--- src/rtl/csr_mon_pkg.sv ---
// csr_mon_pkg: shared definitions for the CSR debug-monitor controller.
//   - csr_op_e   : command op encodings (read / write / set bits / clear bits)
//   - state_e    : controller FSM state encodings
//   - MON_AW     : monitor CSR address width
//   - rmw_data() : value written to the CSR for a given op
package csr_mon_pkg;

  localparam int MON_AW = 12;
  localparam int MON_DW = 32;

  typedef enum logic [1:0] {
    OP_READ  = 2'b00,
    OP_WRITE = 2'b01,
    OP_SET   = 2'b10,
    OP_CLR   = 2'b11
  } csr_op_e;

  typedef enum logic [2:0] {
    S_IDLE      = 3'd0,
    S_WAIT_STOP = 3'd1,
    S_READ      = 3'd2,
    S_WRITE     = 3'd3,
    S_RESP      = 3'd4
  } state_e;

  // Data driven onto the write port: plain write passes the command data,
  // set/clear combine the old CSR value with the mask.
  function automatic logic [MON_DW-1:0] rmw_data(input csr_op_e op,
                                                 input logic [MON_DW-1:0] old,
                                                 input logic [MON_DW-1:0] mask);
    case (op)
      OP_SET:  rmw_data = old | mask;
      OP_CLR:  rmw_data = old & ~mask;
      default: rmw_data = mask;
    endcase
  endfunction

endpackage

--- src/rtl/csr_mon_ctrl_if.sv ---
// csr_mon_ctrl_if: command/response handshake between the debug front end
// (master) and csr_mon_ctrl (slave).
//   cmd_valid/cmd_ready, cmd_op[1:0], cmd_adr[11:0], cmd_wdata[31:0]
//   rsp_valid/rsp_ready, rsp_data[31:0], rsp_err
interface csr_mon_ctrl_if;
  import csr_mon_pkg::*;

  logic              cmd_valid;
  logic              cmd_ready;
  logic [1:0]        cmd_op;
  logic [MON_AW-1:0] cmd_adr;
  logic [MON_DW-1:0] cmd_wdata;
  logic              rsp_valid;
  logic              rsp_ready;
  logic [MON_DW-1:0] rsp_data;
  logic              rsp_err;

  modport master (
    output cmd_valid, cmd_op, cmd_adr, cmd_wdata, rsp_ready,
    input  cmd_ready, rsp_valid, rsp_data, rsp_err
  );

  modport slave (
    input  cmd_valid, cmd_op, cmd_adr, cmd_wdata, rsp_ready,
    output cmd_ready, rsp_valid, rsp_data, rsp_err
  );
endinterface

--- src/rtl/csr_mon_ctrl.sv ---
// csr_mon_ctrl: executes debug-monitor CSR commands (read / write / set /
// clear) against the CSR array once the CPU is halted.
// Ports:
//   clk, rst            - clock, synchronous active-high reset
//   bus (slave)         - command/response handshake (csr_mon_ctrl_if)
//   cpu_stopped         - CPU halted with no CSR instruction in EX
//   csr_radr_en_mon/csr_radr_mon      - one-cycle monitor read request
//   csr_rdata_mon                     - combinational read data from the array
//   csr_we_mon/csr_wadr_mon/csr_wdata_mon - one-cycle monitor write strobe
// Parameter WAIT_MAX (>=1): cycles to wait for cpu_stopped before aborting.
// Build option: define CSR_MON_RMW_EN to enable set/clear read-modify-write;
// without it set/clear return an error immediately with no CSR access.
module csr_mon_ctrl
  import csr_mon_pkg::*;
#(
  parameter int WAIT_MAX = 255
) (
  input  logic              clk,
  input  logic              rst,
  csr_mon_ctrl_if.slave     bus,
  input  logic              cpu_stopped,
  output logic              csr_radr_en_mon,
  output logic [MON_AW-1:0] csr_radr_mon,
  output logic              csr_we_mon,
  output logic [MON_AW-1:0] csr_wadr_mon,
  output logic [MON_DW-1:0] csr_wdata_mon,
  input  logic [MON_DW-1:0] csr_rdata_mon
);

  // Wait counter is at least 8 bits, wider only if WAIT_MAX needs it.
  localparam int CW = ($clog2(WAIT_MAX + 1) > 8) ? $clog2(WAIT_MAX + 1) : 8;

  state_e            state;
  csr_op_e           op_q;
  logic [MON_AW-1:0] adr_q;
  logic [MON_DW-1:0] wdata_q;
  logic [CW-1:0]     cnt;

  always_ff @(posedge clk) begin
    if (rst) begin
      state           <= S_IDLE;
      op_q            <= OP_READ;
      adr_q           <= '0;
      wdata_q         <= '0;
      cnt             <= '0;
      bus.cmd_ready   <= 1'b1;
      bus.rsp_valid   <= 1'b0;
      bus.rsp_err     <= 1'b0;
      bus.rsp_data    <= '0;
      csr_radr_en_mon <= 1'b0;
      csr_radr_mon    <= '0;
      csr_we_mon      <= 1'b0;
      csr_wadr_mon    <= '0;
      csr_wdata_mon   <= '0;
    end else begin
      // Strobes and their address/data are single-cycle; only the
      // transition into READ/WRITE below raises them.
      csr_radr_en_mon <= 1'b0;
      csr_radr_mon    <= '0;
      csr_we_mon      <= 1'b0;
      csr_wadr_mon    <= '0;
      csr_wdata_mon   <= '0;

      case (state)
        S_IDLE: begin
          // cmd_ready is high exactly while in IDLE, so cmd_valid alone
          // means a completed handshake here.
          if (bus.cmd_valid) begin
            bus.cmd_ready <= 1'b0;
            op_q          <= csr_op_e'(bus.cmd_op);
            adr_q         <= bus.cmd_adr;
            wdata_q       <= bus.cmd_wdata;
            cnt           <= '0;
            bus.rsp_err   <= 1'b0;
            bus.rsp_data  <= '0;
`ifdef CSR_MON_RMW_EN
            state <= S_WAIT_STOP;
`else
            if (bus.cmd_op[1]) begin
              // set/clear unsupported in this build
              state         <= S_RESP;
              bus.rsp_valid <= 1'b1;
              bus.rsp_err   <= 1'b1;
            end else begin
              state <= S_WAIT_STOP;
            end
`endif
          end
        end

        S_WAIT_STOP: begin
          if (cpu_stopped) begin
            if (op_q == OP_WRITE) begin
              state         <= S_WRITE;
              csr_we_mon    <= 1'b1;
              csr_wadr_mon  <= adr_q;
              csr_wdata_mon <= wdata_q;
            end else begin
              state           <= S_READ;
              csr_radr_en_mon <= 1'b1;
              csr_radr_mon    <= adr_q;
            end
          end else if (cnt == CW'(WAIT_MAX - 1)) begin
            state         <= S_RESP;
            bus.rsp_valid <= 1'b1;
            bus.rsp_err   <= 1'b1;
            bus.rsp_data  <= '0;
          end else begin
            cnt <= cnt + 1'b1;
          end
        end

        S_READ: begin
          // Old value is returned for read/set/clear; for set/clear it also
          // seeds the write data in the very next cycle.
          bus.rsp_data <= csr_rdata_mon;
          if (op_q == OP_READ) begin
            state         <= S_RESP;
            bus.rsp_valid <= 1'b1;
          end else begin
            state         <= S_WRITE;
            csr_we_mon    <= 1'b1;
            csr_wadr_mon  <= adr_q;
            csr_wdata_mon <= rmw_data(op_q, csr_rdata_mon, wdata_q);
          end
        end

        S_WRITE: begin
          state         <= S_RESP;
          bus.rsp_valid <= 1'b1;
        end

        S_RESP: begin
          if (bus.rsp_ready) begin
            state         <= S_IDLE;
            bus.rsp_valid <= 1'b0;
            bus.cmd_ready <= 1'b1;
          end
        end

        default: begin
          state         <= S_IDLE;
          bus.rsp_valid <= 1'b0;
          bus.cmd_ready <= 1'b1;
        end
      endcase
    end
  end

endmodule

--- src/flat_wrapper.sv ---
// flat-port wrapper written by rule: the top's interface ports become plain ports
module csr_mon_ctrl_flat import csr_mon_pkg::*;
#(
  parameter int WAIT_MAX = 255
)
  (clk, rst, cpu_stopped, csr_radr_en_mon, csr_radr_mon, csr_we_mon, csr_wadr_mon, csr_wdata_mon, csr_rdata_mon, bus_cmd_valid, bus_cmd_op, bus_cmd_adr, bus_cmd_wdata, bus_rsp_ready, bus_cmd_ready, bus_rsp_valid, bus_rsp_data, bus_rsp_err);
  csr_mon_ctrl_if bus_i ();
  input  logic clk;
  input  logic rst;
  input  logic cpu_stopped;
  output logic csr_radr_en_mon;
  output logic [MON_AW-1:0] csr_radr_mon;
  output logic csr_we_mon;
  output logic [MON_AW-1:0] csr_wadr_mon;
  output logic [MON_DW-1:0] csr_wdata_mon;
  input  logic [MON_DW-1:0] csr_rdata_mon;
  input wire logic [$bits(bus_i.cmd_valid)-1:0] bus_cmd_valid;
  input wire logic [$bits(bus_i.cmd_op)-1:0] bus_cmd_op;
  input wire logic [$bits(bus_i.cmd_adr)-1:0] bus_cmd_adr;
  input wire logic [$bits(bus_i.cmd_wdata)-1:0] bus_cmd_wdata;
  input wire logic [$bits(bus_i.rsp_ready)-1:0] bus_rsp_ready;
  output wire logic [$bits(bus_i.cmd_ready)-1:0] bus_cmd_ready;
  output wire logic [$bits(bus_i.rsp_valid)-1:0] bus_rsp_valid;
  output wire logic [$bits(bus_i.rsp_data)-1:0] bus_rsp_data;
  output wire logic [$bits(bus_i.rsp_err)-1:0] bus_rsp_err;
  assign bus_i.cmd_valid = bus_cmd_valid;
  assign bus_i.cmd_op = bus_cmd_op;
  assign bus_i.cmd_adr = bus_cmd_adr;
  assign bus_i.cmd_wdata = bus_cmd_wdata;
  assign bus_i.rsp_ready = bus_rsp_ready;
  assign bus_cmd_ready = bus_i.cmd_ready;
  assign bus_rsp_valid = bus_i.rsp_valid;
  assign bus_rsp_data = bus_i.rsp_data;
  assign bus_rsp_err = bus_i.rsp_err;
  csr_mon_ctrl #(.WAIT_MAX(WAIT_MAX)) u_core (.clk(clk), .rst(rst), .bus(bus_i), .cpu_stopped(cpu_stopped), .csr_radr_en_mon(csr_radr_en_mon), .csr_radr_mon(csr_radr_mon), .csr_we_mon(csr_we_mon), .csr_wadr_mon(csr_wadr_mon), .csr_wdata_mon(csr_wdata_mon), .csr_rdata_mon(csr_rdata_mon));
endmodule
--- config.mk ---
export PLATFORM = sky130hd
export DESIGN_NAME = csr_mon_ctrl_flat
export DESIGN_NICKNAME = d
export VERILOG_FILES = /design/src/rtl/csr_mon_pkg.sv /design/src/rtl/csr_mon_ctrl_if.sv /design/src/rtl/csr_mon_ctrl.sv /design/src/flat_wrapper.sv
export SDC_FILE = /design/constraint.sdc
export NUM_CORES = 1
export LEC_CHECK = 0
export CAP_MARGIN = 20
export CORE_ASPECT_RATIO = 1.75
export CORE_MARGIN = 1
export CORE_UTILIZATION = 48
export CTS_CLUSTER_SIZE = 10
export DETAILED_ROUTE_END_ITERATION = 12
export PLACE_DENSITY = 0.81
export SLEW_MARGIN = 15
export SYNTH_ARGS = -nofsm -noshare
export SYNTH_HDL_FRONTEND = slang
export SYNTH_SLANG_ARGS = --single-unit
--- constraint.sdc ---
create_clock -name clk -period 2 [get_ports clk]
set_input_delay 0.4 -clock clk [delete_from_list [all_inputs] [get_ports clk]]
set_output_delay 0.4 -clock clk [all_outputs]
set_load 0.01 [all_outputs]
==> qor.txt <==
Status -> finished clean
Yosys synthesis warning count -> 0
Layout cell share with drive strength beyond 1 -> 0.114
Hold WC Path Type -> in2reg
Initial Util -> 0.491
Post-layout min period -> 1840 ps
Initial DRC count -> 378
Netlist cell types -> 47
Placed wire-length estimate -> 12000 um
Post-Route WL -> 17700 um
Final hold violations -> 0
Setup ws final -> 155 ps
Full die area -> 0.0132 mm2
ANT cells -> 0
Compound-gate portion of the synthesized area -> 0.227
Initial antenna violation count -> 0
Clock Latency Late Sink -> 420 ps
Mux cell area share after synthesis -> 0
DP Worst Slack -> -96.8 ps
RePlAce Congestion -> 0.845
Die Height -> 151 um
Post-route ant nets -> 0
Num CTS Buffers -> 17
# rows -> 54
Worst-path maximum fanout -> 32
Setup CP Type -> reg2reg
Synth Net Count -> 793
Max Freq -> 542 MHz
Vias per cell -> 5.34
Setup Fix Bufs, Post-CTS -> 0
Required time worst endpoint -> 2310 ps
Max clock buf depth -> 2
CTS root buffer -> clkbuf_16
CTS tree -> yes
Endpoints failing setup -> 0
Fin crit share -> 0.922
Clock-pin slew on the worst setup and hold paths -> 60 ps
Placed cell area -> 0.00805 mm2
Post-synthesis sequential area ratio -> 0.492
Post_cts resized -> 0
Setup TNS -> 0 ps
Hold buffer count at cts -> 0
RSZ-0062 raised after global routing -> false
Max-slew violations -> 0
Tot GR Track Use -> 0.277
Slew @ Worst Pin -> 660 ps
Critical Path AT -> 2150 ps
Clock skew -> 12.1 ps
Net count, final -> 960
Synthesized area per cell -> 8.63 um2
Final core occ -> 0.695
Pwr Density -> 886 mW/mm2
Vias in the first global route -> 5763
Startpoint class of the critical path -> flop
H-Tree Depth -> 4
Post-Syn Instances -> 708
Layout area overhead -> 41.5%
Slew headroom -> 0.555
Largest family of logic cells by synthesized area -> simple AND/OR/NAND/NOR gates
First-pass GRT wire length -> 28000 um
Leakage power total -> 3.10 nW
Post-synthesis simple-gate area fraction -> 0.230
DR DRC count -> 0
PortBufs -> 175
Finished Layout Cells -> 1056
Clk sink count -> 150
CP Capture Type -> flop
Core Box Area -> 0.0124 mm2
Max_cap viols -> 0
Placed Cells -> 1024
Peak VDD IR -> 691 uV
Die width -> 87.3 um
Vias -> 5636
Synth Area in XOR/XNOR -> 0.00287
Pin count of the biggest net entering global routing -> 47
Yosys reg bits -> 150
Router iterations before antenna repair -> 5
Wire per inst -> 16.7 um
Synth Cell Area -> 0.00611 mm2
Final Cell Area -> 0.00864 mm2
Total Power -> 7.66 mW
Min Hold Slack -> 253 ps
Synthesized-area fraction occupied by adder cells -> 0.00410
Grt total ovfl -> 0
Top Ports -> 176
[cell usage in the layout, fill, tap and decap left out, types with 8 or more instances in the layout]
| cell | synthesis | layout |
|---|---|---|
| a22o_1 | 30 | 30 |
| nor2b_1 | 67 | 66 |
| a21oi_1 | 86 | 86 |
| nor2_1 | 9 | 9 |
| and2_1 | 24 | 25 |
| dfxtp_1 | 150 | 150 |
| o21ai_0 | 44 | 44 |
| a21bo_2 | 31 | 31 |
| nand2_1 | 162 | 162 |
| inv_1 | 8 | 8 |
| clkdlybuf4s50_1 | 0 | 174 |
| buf_4 | 2 | 20 |
| clkbuf_16 | 0 | 17 |
[critical path, stage by stage (launching register included)]
cell and delay, ps:
dfxtp_1 330, inv_1 90, ha_1 150, nand3_1 110
or2_4 270, o311a_4 530, a22o_2 270
[sequential cells by signal, indices dropped and copies added (netlist names), 2 cells and up]
signal / cells
u_core.adr_q: 12
u_core.bus.rsp_data: 32
u_core.cnt: 8
u_core.csr_radr_mon: 12
u_core.csr_wadr_mon: 12
u_core.csr_wdata_mon: 32
u_core.op_q: 2
u_core.state: 3
u_core.wdata_q: 32
[worst paths after layout]
path                                      start                       to  slack, ps  cells after the start
worst max register to register    u_core.cnt[0]  u_core.bus.rsp_data[20]        160                      6
worst min register to register  u_core.adr_q[4]   u_core.csr_radr_mon[4]        470                      1
worst max-delay path              u_core.cnt[0]  u_core.bus.rsp_data[20]        160                      6
worst min-delay path                        rst          u_core.state[2]        250                      2
[cell families (layout without fill, tap and decap cells)]
| kind of cell | after synthesis | after routing |
|---|---|---|
| xor+xnor | 2 | 2 |
| compound gates | 209 | 209 |
| fa+ha+maj | 2 | 2 |
| buf+inv | 58 | 238 |
| flops | 150 | 150 |
| simple gates | 287 | 287 |
[synthesized netlist by cell type, drive strengths merged]
library cell,n,area (um2)
nand2,162,608
dfxtp,150,3000
a21oi,86,430
nor2b,67,419
o21ai,45,225
a22o,32,283
a21bo,31,310
and2,26,164
buf,26,148
clkbuf,24,90.1
nor2,9,33.8
inv,8,30.0
nand3,5,25.0
nor3,4,25.0
a31oi,3,18.8
and3,2,12.5
ha,2,25.0
nand2b,2,12.5
nor3b,2,25.0
nor4,2,18.8
o211a,2,20.0
xnor2,2,17.5
a21o,1,7.51
a221o,1,10.0
a32oi,1,8.76
nand4,1,21.3
nand4b,1,8.76
nor4b,1,8.76
o21a,1,7.51
o221a,1,11.3
o311a,1,21.3
o311ai,1,8.76
o31a,1,8.76
o31ai,1,7.51
o41ai,1,8.76
or2,1,8.76
or3,1,6.26
or3b,1,8.76
[cell type report]
cell class	count	area, um2
Multi-Input combinational cell	500	2850
Inverter	8	30.0
Fill cell	981	3790
Timing Repair Buffer	198	1960
Sequential cell	150	3000
Clock inverter	15	164
Clock buffer	17	425
Tap cell	168	210
[routing by layer]
layer	share of wire	wire, um	global-route usage	vias to the layer above
met4	0.029	521	0.126	0
met1	0.38	6700	0.292	2693
met3	0.050	876	0.0550	32
li1	-	-	-	2716
met5	0	0	0	-
met2	0.54	9570	0.516	195
[power breakdown]
group | total (mW) | switching (mW) | internal [mW]
logic | 1.22 | 0.679 | 0.540
registers | 3.30 | 0.148 | 3.15
clock network | 3.14 | 1.38 | 1.77
total | 7.66 | 2.20 | 5.46
Power figures use the tool's default switching activity.
